**src/rtl/multi_pwm_pkg.sv**
```systemverilog
`default_nettype none
// ============================================================================
//  Module      : multi_pwm_pkg
//  Description : Shared widths, constants and scheduler state encoding for the
//                multi-channel closed-loop angle controller.
//  Revision    : 1.0 - initial release
// ============================================================================
package multi_pwm_pkg;

    localparam int              ANGLE_W   = 12;
    localparam int              RATIO_W   = 8;
    localparam logic [11:0]     HALF_TURN = 12'd2048;

    typedef enum logic [2:0] {
        S_IDLE   = 3'd0,
        S_READ   = 3'd1,
        S_CALC   = 3'd2,
        S_PWM    = 3'd3,
        S_FINISH = 3'd4,
        S_FAULT  = 3'd5,
        S_NEXT   = 3'd6
    } state_t;

endpackage
`default_nettype wire

```
**src/rtl/angle_err_calc.sv**
```systemverilog
`default_nettype none
// ============================================================================
//  Module      : angle_err_calc
//  Description : Combinational shortest-path angle error and clamped
//                proportional drive ratio.
//                i_target / i_reading : raw 12-bit angles (0..4095)
//                o_err                : |shortest-path error| (0..2048)
//                o_dir                : 1 = drive towards increasing angle
//                o_ratio              : (err >> GAIN_SHIFT) saturated to 8 bits,
//                                       then clamped to [MIN_RATIO, MAX_RATIO]
//  Revision    : 1.0 - initial release
// ============================================================================
module angle_err_calc
    import multi_pwm_pkg::*;
#(
    parameter int                 GAIN_SHIFT = 3,
    parameter logic [RATIO_W-1:0] MIN_RATIO  = 8'd20,
    parameter logic [RATIO_W-1:0] MAX_RATIO  = 8'd200
) (
    input  logic [ANGLE_W-1:0] i_target,
    input  logic [ANGLE_W-1:0] i_reading,
    output logic [ANGLE_W-1:0] o_err,
    output logic               o_dir,
    output logic [RATIO_W-1:0] o_ratio
);

    logic [ANGLE_W-1:0] w_diff;
    logic [ANGLE_W-1:0] w_shift;
    logic [RATIO_W-1:0] w_sat;

    // Modulo-4096 difference falls out of the natural 12-bit wrap.
    assign w_diff = i_target - i_reading;

    always_comb begin
        o_err   = '0;
        o_dir   = 1'b0;
        w_shift = '0;
        w_sat   = '0;
        o_ratio = '0;

        // Exactly half a turn away is treated as a decreasing move.
        if (w_diff < HALF_TURN) begin
            o_err = w_diff;
            o_dir = 1'b1;
        end else begin
            o_err = ANGLE_W'(12'd0 - w_diff);
            o_dir = 1'b0;
        end

        w_shift = o_err >> GAIN_SHIFT;
        // Saturate to 8 bits before the range clamp so large errors do not
        // alias into small ratios.
        w_sat = (|w_shift[ANGLE_W-1:RATIO_W]) ? {RATIO_W{1'b1}} : w_shift[RATIO_W-1:0];

        if (w_sat < MIN_RATIO)
            o_ratio = MIN_RATIO;
        else if (w_sat > MAX_RATIO)
            o_ratio = MAX_RATIO;
        else
            o_ratio = w_sat;
    end

endmodule
`default_nettype wire

```
**src/rtl/multi_pwm_ctrl.sv**
```systemverilog
`default_nettype none
// ============================================================================
//  Module      : multi_pwm_ctrl
//  Description : N-channel closed-loop angle controller. A round-robin
//                scheduler reads each busy channel's angle sensor, computes
//                the shortest-path error and issues a clamped proportional
//                PWM ratio plus direction to that channel's PWM generator.
//  Ports       : clock/reset          - clock, synchronous active-high reset
//                target_angle/angle_update - per-channel target and start pulse
//                angle_done/angle_fault    - per-channel completion pulses
//                current_angle/busy        - per-channel status
//                rd_req/rd_ch/rd_ack/rd_data/rd_err - shared sensor read port
//                pwm_enable/pwm_ratio/pwm_direction/pwm_update/pwm_done
//                                          - per-channel PWM generator port
//  Revision    : 1.0 - initial release
// ============================================================================
module multi_pwm_ctrl
    import multi_pwm_pkg::*;
#(
    parameter int                 NUM_CH        = 4,
    parameter int                 GAIN_SHIFT    = 3,
    parameter logic [RATIO_W-1:0] MIN_RATIO     = 8'd20,
    parameter logic [RATIO_W-1:0] MAX_RATIO     = 8'd200,
    parameter logic [ANGLE_W-1:0] TOLERANCE     = 12'd8,
    parameter int                 SETTLE_CNT    = 3,
    parameter int                 TIMEOUT_POLLS = 255,
    localparam int                CH_W          = (NUM_CH > 1) ? $clog2(NUM_CH) : 1
) (
    input  logic                        clock,
    input  logic                        reset,
    input  logic [NUM_CH*ANGLE_W-1:0]   target_angle,
    input  logic [NUM_CH-1:0]           angle_update,
    output logic [NUM_CH-1:0]           angle_done,
    output logic [NUM_CH-1:0]           angle_fault,
    output logic [NUM_CH*ANGLE_W-1:0]   current_angle,
    output logic [NUM_CH-1:0]           busy,
    output logic                        rd_req,
    output logic [CH_W-1:0]             rd_ch,
    input  logic                        rd_ack,
    input  logic [ANGLE_W-1:0]          rd_data,
    input  logic                        rd_err,
    output logic [NUM_CH-1:0]           pwm_enable,
    output logic [NUM_CH*RATIO_W-1:0]   pwm_ratio,
    output logic [NUM_CH-1:0]           pwm_direction,
    output logic [NUM_CH-1:0]           pwm_update,
    input  logic [NUM_CH-1:0]           pwm_done
);

    // ------------------------------------------------------------------
    // Per-channel and scheduler state
    // ------------------------------------------------------------------
    logic [ANGLE_W-1:0] r_target [NUM_CH];
    logic [ANGLE_W-1:0] r_cur    [NUM_CH];
    logic [RATIO_W-1:0] r_ratio  [NUM_CH];
    logic [7:0]         r_settle [NUM_CH];
    logic [7:0]         r_poll   [NUM_CH];
    logic [NUM_CH-1:0]  r_busy;
    logic [NUM_CH-1:0]  r_done;
    logic [NUM_CH-1:0]  r_fault;
    logic [NUM_CH-1:0]  r_en;
    logic [NUM_CH-1:0]  r_dir;
    logic [NUM_CH-1:0]  r_upd;

    state_t             r_state;
    logic [CH_W-1:0]    r_ch;
    logic [CH_W-1:0]    r_ptr;
    logic               r_rd_req;
    logic [ANGLE_W-1:0] r_reading;

    logic [CH_W-1:0]    w_next_ch;
    logic [ANGLE_W-1:0] w_err;
    logic               w_dir;
    logic [RATIO_W-1:0] w_ratio;
    logic               w_on_target;
    logic [7:0]         w_poll_nxt;
    logic [7:0]         w_settle_nxt;
    logic               w_settled;
    logic               w_timeout;

    // First busy channel at or after the round-robin pointer. The loop runs
    // from the farthest candidate down so the nearest one is assigned last.
    always_comb begin
        w_next_ch = r_ptr;
        for (int k = NUM_CH - 1; k >= 0; k--) begin
            int idx;
            idx = int'(r_ptr) + k;
            if (idx >= NUM_CH)
                idx = idx - NUM_CH;
            if (r_busy[idx])
                w_next_ch = CH_W'(idx);
        end
    end

    // Single shared error calculator; the target is read at calc time so a
    // retarget during a transaction is honoured by that transaction.
    angle_err_calc #(
        .GAIN_SHIFT (GAIN_SHIFT),
        .MIN_RATIO  (MIN_RATIO),
        .MAX_RATIO  (MAX_RATIO)
    ) u_err_calc (
        .i_target  (r_target[r_ch]),
        .i_reading (r_reading),
        .o_err     (w_err),
        .o_dir     (w_dir),
        .o_ratio   (w_ratio)
    );

    assign w_on_target  = (w_err <= TOLERANCE);
    assign w_poll_nxt   = r_poll[r_ch] + 8'd1;
    assign w_settle_nxt = w_on_target ? (r_settle[r_ch] + 8'd1) : 8'd0;
    assign w_settled    = w_on_target && (w_settle_nxt == 8'(SETTLE_CNT));
    assign w_timeout    = (w_poll_nxt == 8'(TIMEOUT_POLLS));

    // ------------------------------------------------------------------
    // Scheduler FSM and per-channel registers
    // ------------------------------------------------------------------
    always_ff @(posedge clock) begin
        if (reset) begin
            r_state   <= S_IDLE;
            r_ch      <= '0;
            r_ptr     <= '0;
            r_rd_req  <= 1'b0;
            r_reading <= '0;
            r_busy    <= '0;
            r_done    <= '0;
            r_fault   <= '0;
            r_en      <= '0;
            r_dir     <= '0;
            r_upd     <= '0;
            for (int i = 0; i < NUM_CH; i++) begin
                r_target[i] <= '0;
                r_cur[i]    <= '0;
                r_ratio[i]  <= '0;
                r_settle[i] <= '0;
                r_poll[i]   <= '0;
            end
        end else begin
            r_done  <= '0;
            r_fault <= '0;

            case (r_state)
                S_IDLE: begin
                    if (|r_busy) begin
                        r_ch     <= w_next_ch;
                        r_rd_req <= 1'b1;
                        r_state  <= S_READ;
                    end
                end

                S_READ: begin
                    if (rd_ack) begin
                        r_rd_req <= 1'b0;
                        if (rd_err) begin
                            r_fault[r_ch] <= 1'b1;
                            r_busy[r_ch]  <= 1'b0;
                            r_en[r_ch]    <= 1'b0;
                            r_state       <= S_FAULT;
                        end else begin
                            r_reading   <= rd_data;
                            r_cur[r_ch] <= rd_data;
                            r_state     <= S_CALC;
                        end
                    end
                end

                S_CALC: begin
                    r_poll[r_ch]   <= w_poll_nxt;
                    r_settle[r_ch] <= w_settle_nxt;
                    if (w_settled) begin
                        r_done[r_ch] <= 1'b1;
                        r_busy[r_ch] <= 1'b0;
                        r_en[r_ch]   <= 1'b0;
                        r_state      <= S_FINISH;
                    end else if (w_timeout) begin
                        r_fault[r_ch] <= 1'b1;
                        r_busy[r_ch]  <= 1'b0;
                        r_en[r_ch]    <= 1'b0;
                        r_state       <= S_FAULT;
                    end else begin
                        // On-target reads still go through the PWM handshake,
                        // commanding zero drive while settling is counted.
                        r_ratio[r_ch] <= w_on_target ? '0 : w_ratio;
                        r_dir[r_ch]   <= w_dir;
                        r_en[r_ch]    <= 1'b1;
                        r_upd[r_ch]   <= 1'b1;
                        r_state       <= S_PWM;
                    end
                end

                S_PWM: begin
                    if (pwm_done[r_ch]) begin
                        r_upd[r_ch] <= 1'b0;
                        r_state     <= S_NEXT;
                    end
                end

                S_FINISH, S_FAULT: begin
                    r_state <= S_NEXT;
                end

                S_NEXT: begin
                    r_ptr   <= (int'(r_ch) == NUM_CH - 1) ? '0 : r_ch + CH_W'(1);
                    r_state <= S_IDLE;
                end

                default: begin
                    r_state <= S_IDLE;
                end
            endcase

            // Host updates come last so they override any scheduler write to
            // the same channel in this cycle (restart always wins).
            for (int i = 0; i < NUM_CH; i++) begin
                if (angle_update[i]) begin
                    r_target[i] <= target_angle[i*ANGLE_W +: ANGLE_W];
                    r_busy[i]   <= 1'b1;
                    r_settle[i] <= '0;
                    r_poll[i]   <= '0;
                end
            end
        end
    end

    // ------------------------------------------------------------------
    // Outputs
    // ------------------------------------------------------------------
    assign angle_done    = r_done;
    assign angle_fault   = r_fault;
    assign busy          = r_busy;
    assign rd_req        = r_rd_req;
    assign rd_ch         = r_ch;
    assign pwm_enable    = r_en;
    assign pwm_direction = r_dir;
    assign pwm_update    = r_upd;

    for (genvar g = 0; g < NUM_CH; g++) begin : g_pack
        assign current_angle[g*ANGLE_W +: ANGLE_W] = r_cur[g];
        assign pwm_ratio[g*RATIO_W +: RATIO_W]     = r_ratio[g];
    end

endmodule
`default_nettype wire

```
**config.mk**
```make
export PLATFORM = sky130hd
export DESIGN_NAME = multi_pwm_ctrl
export DESIGN_NICKNAME = d
export VERILOG_FILES = /design/src/rtl/multi_pwm_pkg.sv /design/src/rtl/angle_err_calc.sv /design/src/rtl/multi_pwm_ctrl.sv
export SDC_FILE = /design/constraint.sdc
export NUM_CORES = 1
export LEC_CHECK = 0
export BUFFER_PORTS_ARGS = -buffer_cell sky130_fd_sc_hd__buf_2
export CAP_MARGIN = 20
export CORE_MARGIN = 1.5
export CORE_UTILIZATION = 53
export CTS_CLUSTER_SIZE = 28
export DETAILED_ROUTE_END_ITERATION = 10
export GPL_TIMING_DRIVEN = 0
export PLACE_DENSITY = 0.75
export SKIP_CTS_REPAIR_TIMING = 1
export SLEW_MARGIN = 20
export SYNTH_ARGS = -nofsm -noshare
export SYNTH_HDL_FRONTEND = slang
export SYNTH_HIERARCHICAL = 1
export SYNTH_SLANG_ARGS = --single-unit
export TNS_END_PERCENT = 1
```
**constraint.sdc**
```tcl
create_clock -name clock -period 7.3 [get_ports clock]
set_clock_uncertainty 0.05 [all_clocks]
set_input_delay 0.365 -clock clock [delete_from_list [all_inputs] [get_ports clock]]
set_output_delay 0.365 -clock clock [all_outputs]
set_load 0.03 [all_outputs]
```
[Word level (Yosys, flattened, before mapping)]
Memories as Yosys holds them, arrays and structs flattened. A register that Yosys moved wholly into a read port is not among the register bits.
Cells that the tools add are included.
Storage, ports and cells
  register bits: 44
  RAM bits: 192
  output and inout bits: 107
  logic and storage cells: 269
  memories kept: 5
Memory list
  r_cur: depth 4, bits a word 12, read ports 4, clocked after Yosys merged registers in 0, wr ports 4, RTL line multi_pwm_ctrl.sv:53  | logic [ANGLE_W-1:0] r_cur [NUM_CH];
  r_target: depth 4, bits a word 12, read ports 1, clocked after Yosys merged registers in 1, wr ports 4, RTL line multi_pwm_ctrl.sv:52  | logic [ANGLE_W-1:0] r_target [NUM_CH];
  r_poll: depth 4, bits a word 8, read ports 1, clocked after Yosys merged registers in 1, wr ports 5, RTL line multi_pwm_ctrl.sv:56  | logic [7:0] r_poll [NUM_CH];
  r_ratio: depth 4, bits a word 8, read ports 4, clocked after Yosys merged registers in 0, wr ports 4, RTL line multi_pwm_ctrl.sv:54  | logic [RATIO_W-1:0] r_ratio [NUM_CH];
  r_settle: depth 4, bits a word 8, read ports 1, clocked after Yosys merged registers in 1, wr ports 5, RTL line multi_pwm_ctrl.sv:55  | logic [7:0] r_settle [NUM_CH];
Cells by class
  $add $sub $neg: 12
  order comparisons: 14
  eq/ne operators: 35
  mux-type cells: 117
  bitwise operators: 46
  reductions and logical operators: 26
Operator list (number)
  32-bit by 4-bit < comparator with 1-bit output, second input constant: 4
  32-bit 2-to-1 mux: 4
  8-bit 2-to-1 mux: 14
  12-bit 2-to-1 mux: 6
  4-bit 2-to-1 mux: 15
  1-bit 2-to-1 mux: 46
  4-bit case mux with 2 select lines: 4
  2-bit 2-to-1 mux: 13
  3-bit != test, second input constant: 8
  4-bit AND reduction: 5
  3-bit 2-to-1 mux: 6
  8-bit by 1-bit adder with 8-bit output, second input constant: 2
  1-bit bitwise AND: 16
  2-bit == test, second input constant: 8
  4-bit != test, second input constant: 4
  3-bit case mux with 5 select lines: 1
  3-bit AND reduction: 5
  4-bit bitwise AND: 3
  12-bit by 4-bit less-or-equal comparator with 1-bit output, second input constant: 1
  12-bit < comparator, second input constant: 1
  2-bit != test, second input constant: 6
  1-bit NOT: 12
  1-bit OR: 12
  3-bit nonzero test: 4
  other kinds (34): 50

[Depth between registers and ports, before layout]
Gate-level depths: netlist of run 1.
  depth in word-level cells: 13
  mapped depth: 21
  depth with buffers taken out: 17

[Modules after synthesis]
Netlist of run 1, hierarchy kept.
By module, submodules not included
  multi_pwm_ctrl: instances 1, cells an instance 760, area each 10052.1 um2
  angle_err_calc: instances 1, cells an instance 169, area each 1223.7 um2

[Worst setup path before layout of run 1]
OpenSTA, ideal clock, no wires.
  path type: reg-to-reg
  start point: register with a tool-made name
  end point: memory r_ratio[3][0] (enable)
  library setup time: 0.279 ns
  arrival: 5.379 ns
  required time: 6.971 ns
  setup slack: 1.592 ns
  stages on the path, launching flop included: 21
  path buffers: 4
  cell sequence: dfxtp_1 buf_6 buf_2 buf_1 mux4_2 inv_1 ha_1 fa_1 nor2b_4 o2111a_2 or4_4 a2111oi_4 nand4_2 nand2_1 xor2_1 nor4_1 and3_1 clkbuf_1 nand4_1 o31a_1 a41o_1
RTL lines (RTL line)
  to (decl): multi_pwm_ctrl.sv:54

==> flow_results.org, run 1 <==
** Power
- Sw power :: 1387 uW
- Share of total power consumed by net switching :: 0.3393
- The share of total power dissipated in combinational logic is 0.321.
- The share of total power dissipated in the clock network is 0.290.
- Cell internal power was estimated by the tool at around 2700 uW.
- Register share of total power :: 0.389
- For this design the ratio of total power to cell area is approximately 310 nW/um^2.
- Summed over all cells, the static leakage comes to between 0.005 and 0.006 uW.
- Worst vdd rail ir drop :: around 220 uV

** Synthesis
- Netlist area before placement :: 11280 sq um
- The most used flip-flop cell after synthesis is sky130_fd_sc_hd__edfxtp_1.
- The commonest cells after synthesis are 192 x sky130_fd_sc_hd__edfxtp_1, 152 x sky130_fd_sc_hd__nor2_1, 77 x sky130_fd_sc_hd__and2_1, 77 x sky130_fd_sc_hd__nand2_1, 46 x sky130_fd_sc_hd__dfxtp_1.
- Share of async-settable or async-resettable flops after synthesis :: 0
- Portion of synthesized cell area occupied by the leading cell type :: 0.5113
- Of the synthesized area, sequential elements account for 0.5930.
- In this run the mean area of a mapped cell was between 10 and 15 sq um.
- Number of synthesized flops with an enable pin :: 192
- Number of standard cells after synthesis :: a little over 900
- Synthesis-stage register bit count :: approximately 240
- The most common cell in the synthesized netlist is sky130_fd_sc_hd__edfxtp_1.
- The Yosys step of the flow raised 6 warnings.
- Cell taking the most area after synthesis :: sky130_fd_sc_hd__edfxtp_1
- Yosys mapped the design onto 84 distinct sky130hd cell types.
- Post-synth net total :: 1021
- By area the synthesized netlist is led by sky130_fd_sc_hd__edfxtp_1 51%, sky130_fd_sc_hd__dfxtp_1 8.2%, sky130_fd_sc_hd__nor2_1 5.1%.

** Finish
- Final design utilization :: 0.6332
- After filler insertion, the fill cell instance count of the layout stands at approximately 1700.
- Post-route cell area :: 13270 sq um
- Post-Layout Cell Count :: approximately 1400
- Area taken by flip-flops and latches :: approximately 6700 sq um
- For this run, the post-layout net count is approximately 1200.
- The area growth from synthesis to layout is 17.67%.
- Fraction of layout instances using a drive strength above 1 :: 0.2450
- The multi-input combinational cells in the finished layout cover a total of 4237 sq um.

** Routing
- For this block, the routed nets add up to around 29000 microns of wire.
- Post-route DRC :: 0
- Routed WL per cell :: about 20 microns
- In the routed layout, each cell is associated on average with a via count of around 5.7.
- The detail route stage leaves a number of antenna-violating nets equal to 0.
- DR pass1 iterations :: 5
- After the first detailed-routing iteration, the DRC count stood at 448.
- Vias after detailed routing :: just over 8000

** Global route
- For this run, the total global-route usage over all layers was measured as 0.2612.
- Maximum number of pins on one net before global-route repair :: 17
- Summed over all layers, the global routing overflow is 0.
- The via count of the first global-routing pass came to a little under 8000.
- The initial antenna violation count came to 3.
- First-pass GRT wire length :: approximately 44000 microns

** Place
- Prior to clock tree synthesis, the placed netlist has a worst setup slack of around 0.45 ns.
- In this run the tool buffered the top-level ports with 177 buffer cells.
- The congestion estimate from routability-driven global placement came to 0.8570.
- Number of placed instances with taps included :: between 1000 and 1500
- Summing all placed instances gives a cell area of 12510 sq um.
- Detailed placement ended at an HPWL of 20870 microns.

** Die
- The initial utilization of the core area, before any placement, comes to 0.5381.
- The core region is 20960 sq um.
- 179 I/O pins were placed.
- The die covers 22160 sq um.
- The die is approximately 150 microns wide.
- In this run the vertical extent of the chip is between 100 and 150 microns.
- Number of core rows :: 53

** Timing
- Dividing the final minimum period by the clock period gives 0.9255.
- The final count of pins violating max slew came to 0.
- Subtracting the final worst setup slack from the clock period gives 6.756 ns.
- Setup TNS :: 0 ns
- Setup repair after global routing left no endpoint under its margin.
- Transition time of the tightest slew-check pin :: 1.060 ns
- Setup Viol. Count Final :: 0
- Final WS setup :: 0.5442 ns
- The final number of hold-violating endpoints was 0.
- Achievable clock frequency :: around 150 MHz
- Headroom to the max-slew limit came out at 0.2878.

** Min path
- The min-delay analysis places its worst path in the category in2reg.
- WHS Endpoint :: r_target[3][11]
- Beginning of the worst hold path :: target_angle[47]
- Number of stages on the worst hold path :: 2

** Job
- Across the run, the number of max-cap violations was 0.

** Clock tree
- CTS Root Cell :: sky130_fd_sc_hd__clkbuf_16
- Buffer depth of the longest clock path :: 3
- Sink Count :: around 240
- After clock tree synthesis, the clock-pin slew on the worst setup and hold paths is 0.06 ns.
- Source-to-sink clock delay at the later pin of the worst-skew pair :: ~0.53 ns
- Buffers inserted during clock tree synthesis total 25.
- CTS tree :: yes
- CTS built an H-tree with a depth of 1.

** Setup path
- At the worst endpoint, the required time is 7.47 ns.
- Endpoint arrival time on the critical path :: just under 7 ns
- Worst R2R Path Depth :: 20
- STA classifies the critical path endpoint as a register.
- In this run the worst path has a maximum fanout of 10.
- CP startpoint kind :: register
- Worst R2R End :: r_ratio[3][1]
- By startpoint and endpoint, the worst setup path is classified as reg2reg.
- R2R setup slack :: 0.54 ns

** Status
- Outcome :: completed
==> registers in the layout, indices dropped and copies added, names as in the netlist, named ones only <==
name / cells
angle_done: 4
angle_fault: 4
busy: 4
pwm_direction: 4
r_cur: 48
r_poll: 32
r_ptr: 2
r_ratio: 32
r_reading: 12
r_settle: 32
r_state: 3
r_target: 48
rd_ch: 2
rd_req: 1
==> worst max-delay path by stage <==
| stage | startpoint | end | slack, ns | cells past startpoint |
|---|---|---|---|---|
| finish | register | r_ratio[3][1] | 0.54 | 20 |
| global route | register | r_ratio[2][4] | 0.14 | 20 |
| CTS | register | r_ratio[2][5] | 0.41 | 20 |
| detailed placement | register | r_ratio[2][5] | 0.45 | 20 |
| global placement | register | r_ratio[3][6] | 0.51 | 20 |
| floorplan | register | r_ratio[3][0] | 1.59 | 20 |
==> logic make-up (layout without fill, tap and decap cells) <==
group	after synthesis	after routing	synth area share
buffers and inverters	83	305	0.03129
flip-flops	238	238	0.5930
AND/OR/NAND/NOR	404	404	0.1798
adder cells (fa/ha/maj)	20	20	0.02286
other	0	2	0
multiplexers	35	35	0.06602
AO/OA/AOI/OAI	116	116	0.08078
XOR/XNOR	33	33	0.02630
==> worst max-delay path: stages (launching register included) <==
cell	delay [ns]
sky130_fd_sc_hd__dfxtp_1	0.31
sky130_fd_sc_hd__buf_2	0.25
sky130_fd_sc_hd__clkbuf_1	0.55
sky130_fd_sc_hd__clkbuf_1	0.55
sky130_fd_sc_hd__mux4_2	0.41
sky130_fd_sc_hd__inv_1	0.08
sky130_fd_sc_hd__ha_1	0.17
sky130_fd_sc_hd__fa_1	0.26
sky130_fd_sc_hd__nor2b_4	0.07
sky130_fd_sc_hd__o2111a_2	0.28
sky130_fd_sc_hd__or4_4	0.52
sky130_fd_sc_hd__a2111oi_4	0.49
sky130_fd_sc_hd__nand4_2	0.23
sky130_fd_sc_hd__nand2_1	0.14
sky130_fd_sc_hd__xor2_1	0.07
sky130_fd_sc_hd__nor4_1	0.25
sky130_fd_sc_hd__and3_1	0.28
sky130_fd_sc_hd__clkbuf_1	0.45
sky130_fd_sc_hd__nand4_1	0.20
sky130_fd_sc_hd__o31a_1	0.40
sky130_fd_sc_hd__a41o_1	0.43
==> metal layers <==
layer  vias to the layer above  GRT usage  share of wire
li1                       3767          -              -
met1                      3954     0.3407           0.39
met2                       387     0.4453           0.50
met3                        46    0.05229          0.088
met4                         2    0.07376          0.023
met5                         -          0        0.00024
==> power groups by stage <==
stage          clock network (uW)  registers (uW)  logic, uW
2_1_floorplan                   0            1680        905
3_3_place_gp                    0            1610       1280
3_5_place_dp                    0            1620       1300
4_1_cts                      1200            1590       1300
5_1_grt                      1250            1600       1430
6_report                     1180            1590       1310
==> layout make-up <==
| class | count | share of cell area |
|---|---|---|
| timing repair buffer | 177 | 0.06677 |
| tap | 275 | 0.02593 |
| buffer | 38 | 0.01377 |
| sequential | 238 | 0.5040 |
| multi-input combinational | 608 | 0.3193 |
| clock inverter | 8 | 0.003489 |
| clock buffer | 38 | 0.05385 |
| antenna | 2 | 0.0003772 |
| inverter | 44 | 0.01254 |
==> placed cells by master, fill, tap and decap left out, drive strengths merged, types with 13 or more instances in the layout <==
cell type,instances
edfxtp,192
buf,184
nor2,153
nand2,77
and2,77
clkbuf,69
dfxtp,46
inv,45
mux4,30
a21oi,23
xnor2,20
ha,19
nand2b,15
nand3,13
xor2,13
==> metrics by stage <==
step                hold slack (ns)  total power, uW
CTS                         0.05075             4095
finish                      0.06465             4087
floorplan                    0.3725             2588
global placement             0.3812             2891
global route                0.05322             4279
detailed placement           0.3876             2919
(Power assumes the default switching activity.)
==> run 2: changes to the inputs <==
--- a/config.mk
+++ b/config.mk
@@ -9,6 +9,7 @@
 export CAP_MARGIN = 20
 export CORE_MARGIN = 1.5
 export CORE_UTILIZATION = 53
+export CTS_BUF_LIST = sky130_fd_sc_hd__clkbuf_8
 export CTS_CLUSTER_SIZE = 28
 export DETAILED_ROUTE_END_ITERATION = 10
 export GPL_TIMING_DRIVEN = 0
==> run 2 against run 1 <==
  * Worst setup slack worse by 0.013 ns
  * Highest routed layer is now met4
  * Core utilization is 0.078 points lower
  * Critical path depth unchanged
  * Critical path type unchanged
  * Hold slack better by 0.0053 ns
  * Largest cell class unchanged
  * Non-clock buffer count is the same
  * Routed wire length down 0.10%
  * Combinational power barely moved
==> flow_results.org, run 2 (synthesis gave the netlist of run 1 again) <==
** Setup path
- Data on the critical path arrives at its endpoint at roughly 6.9 ns.
- STA classifies the critical path endpoint as a register.
- The setup check on the worst reg-to-reg path leaves a slack of between 0.5 and 0.6 ns.
- Worst R2R Path Depth :: 20
- In this run the worst path has a maximum fanout of 10.
- The worst setup path is launched from a register.
- Required @ worst endpoint :: roughly 7.5 ns
- WS Path Type :: reg2reg
- Worst R2R End :: r_ratio[3][2]

** Power
- Leakage Power :: roughly 0.0055 uW
- Power spread over the standard cell area amounts to between 300 and 400 nW/um^2.
- Worst vdd rail ir drop :: 222.6 uV
- Total power for the finished layout comes to approximately 4000 uW.

** Finish
- Post-route cell area :: between 10000 and 15000 sq um
- In the final layout, the share of cells above drive strength 1 is 0.2498.
- The largest registers in the layout are r_cur x48, r_target x48.
- Final design utilization :: 0.6324
- Most common cell after layout, fill and taps aside :: sky130_fd_sc_hd__edfxtp_1
- Layout area overhead :: 17.52%
- Net count reported at finish :: about 1200
- Leaving out fill and tap cells, the most frequent cells in the layout are 192 x sky130_fd_sc_hd__edfxtp_1, 179 x sky130_fd_sc_hd__buf_2, 152 x sky130_fd_sc_hd__nor2_1, 77 x sky130_fd_sc_hd__nand2_1, 77 x sky130_fd_sc_hd__and2_1.

** Timing
- Number of hold violations in the final report :: 0
- Unrepaired setup endpoints after global routing :: false
- Setup TNS :: 0 ns
- Headroom to the max-slew limit :: 0.3027
- Achievable clock frequency :: 147.7 MHz
- For the pin with the worst max-slew slack, the measured transition is 1.038 ns.
- Setup Viol. Count Final :: 0
- Of the available clock period, the critical path in the final layout requires 0.9272.
- Max-slew violation count :: 0
- Final WS setup :: approximately 0.53 ns
- Counting I/O delays and the setup requirement, the final critical path takes 6.769 ns.

** Global route
- Global route overflow :: 0
- First-pass GRT wire length :: about 44000 microns
- Antenna violations before repair :: 1
- Maximum number of pins on one net before global-route repair :: 17
- Via count of the first global-routing pass :: slightly below 8000
- GRT Overall Usage :: 0.2623

** Min path
- The worst hold path belongs to the class in2reg.
- WHS Endpoint :: r_target[1][7]
- Beginning of the worst hold path :: target_angle[19]
- The worst hold path passes through 2 cells.

** Routing
- Routed WL per cell :: approximately 20 microns
- DR pass1 iterations :: 5
- Vias after detailed routing :: 8135
- After detailed routing, the number of remaining DRC violations is 0.
- In this run, the number of DRC markers left after iteration 0 of detailed routing was between 500 and 600.
- The detail route stage leaves a number of antenna-violating nets equal to 0.
- Summed over all layers, the routed wires come to roughly 29000 microns.
- Vias per inst :: 5.599

** Die
- Floorplan die height :: ~150 microns
- The die covers around 22000 sq um.
- Number of core rows :: 53
- For this configuration, the core starts out at a cell density of 0.5381.
- From left edge to right edge, the die measures between 100 and 150 microns.
- Core Box Area :: 20960 sq um
- Boundary Pins :: approximately 180

** Clock tree
- CTS tree :: yes
- Buffer depth of the longest clock path :: 3
- Clock tree synthesis inserted a total of 40 buffers.
- CTS Root Cell :: sky130_fd_sc_hd__clkbuf_8
- Sink Count :: approximately 240
- H-Tree Depth :: 2
- Clock input transition at the sequential cells of the worst setup and hold paths :: 0.06 ns
- At the later pin of the worst-skew pair, clock insertion delay measures around 0.52 ns.

** Job
- Maxcap violations :: 0

** Place
- The congestion estimate from routability-driven global placement came to roughly 0.86.
- Placement-stage worst setup slack :: about 0.45 ns
- Placed instance area :: ~13000 sq um
- After legalization and detailed placement, the total HPWL measured 20870 microns.
- Port buffering added about 180 buffers.

** Status
- The run finished with clean final reports.
## run 2: cell types whose count changed in the layout (fill, tap and decap cells not counted), moves of 2 or more
cell / previous run / this run
sky130_fd_sc_hd__clkbuf_1: 40 / 31
sky130_fd_sc_hd__clkbuf_16: 25 / 0
sky130_fd_sc_hd__clkbuf_8: 4 / 44
sky130_fd_sc_hd__clkinv_1: 1 / 3
sky130_fd_sc_hd__clkinv_2: 6 / 2
sky130_fd_sc_hd__inv_1: 43 / 64
## run 2: worst max path at each step
stage,start,end,cells past startpoint
6_report,register,r_ratio[3][2],20
3_3_place_gp,register,r_ratio[3][6],20
4_1_cts,register,r_ratio[2][4],20
5_1_grt,register,r_ratio[2][4],20
3_5_place_dp,register,r_ratio[2][5],20
2_1_floorplan,register,r_ratio[3][0],20
## run 2: metrics by stage
stage	cells	hold slack [ns]
finish	1453	0.07000
global route	1452	0.06392
CTS	1453	0.04737
detailed placement	1381	0.3876
global placement	1381	0.3812
floorplan	929	0.3725
## run 2: power by group
part           switching, uW  internal, uW  total (uW)
sequential              34.1          1560        1590
clock                    511           589        1100
combinational            846           469        1310
total                   1390          2610        4010
## run 2: final cells by class
type | instances | area [sq um]
clock inverters | 28 | 141.4
multi-input cells | 608 | 4237
plain buffers | 38 | 182.7
well taps | 275 | 344.1
flip-flops and latches | 238 | 6686
inverters | 44 | 166.4
diodes | 1 | 2.502
fillers | 1693 | 7704
repair buffers | 177 | 885.9
clock buffers | 44 | 605.6
## run 2: worst max-delay path, cell delays in order (launching register included)
cell	delay, ns
sky130_fd_sc_hd__dfxtp_1	0.31
sky130_fd_sc_hd__buf_2	0.25
sky130_fd_sc_hd__clkbuf_1	0.58
sky130_fd_sc_hd__clkbuf_1	0.53
sky130_fd_sc_hd__mux4_2	0.41
sky130_fd_sc_hd__inv_1	0.08
sky130_fd_sc_hd__ha_1	0.17
sky130_fd_sc_hd__fa_1	0.26
sky130_fd_sc_hd__nor2b_4	0.07
sky130_fd_sc_hd__o2111a_2	0.28
sky130_fd_sc_hd__or4_4	0.52
sky130_fd_sc_hd__a2111oi_4	0.49
sky130_fd_sc_hd__nand4_2	0.23
sky130_fd_sc_hd__nand2_1	0.14
sky130_fd_sc_hd__xor2_1	0.07
sky130_fd_sc_hd__nor4_1	0.25
sky130_fd_sc_hd__and3_1	0.28
sky130_fd_sc_hd__clkbuf_1	0.45
sky130_fd_sc_hd__nand4_1	0.21
sky130_fd_sc_hd__o31a_1	0.40
sky130_fd_sc_hd__a41o_1	0.43
## run 2: metal layers
metal | share of wire | wire length, microns | GRT usage | vias up
li1 | - | - | - | 3789
met1 | 0.40 | 11560 | 0.3468 | 3952
met2 | 0.50 | 14430 | 0.4486 | 354
met3 | 0.074 | 2133 | 0.04526 | 40
met4 | 0.019 | 539 | 0.07178 | 0
met5 | 0 | 0 | 0 | -
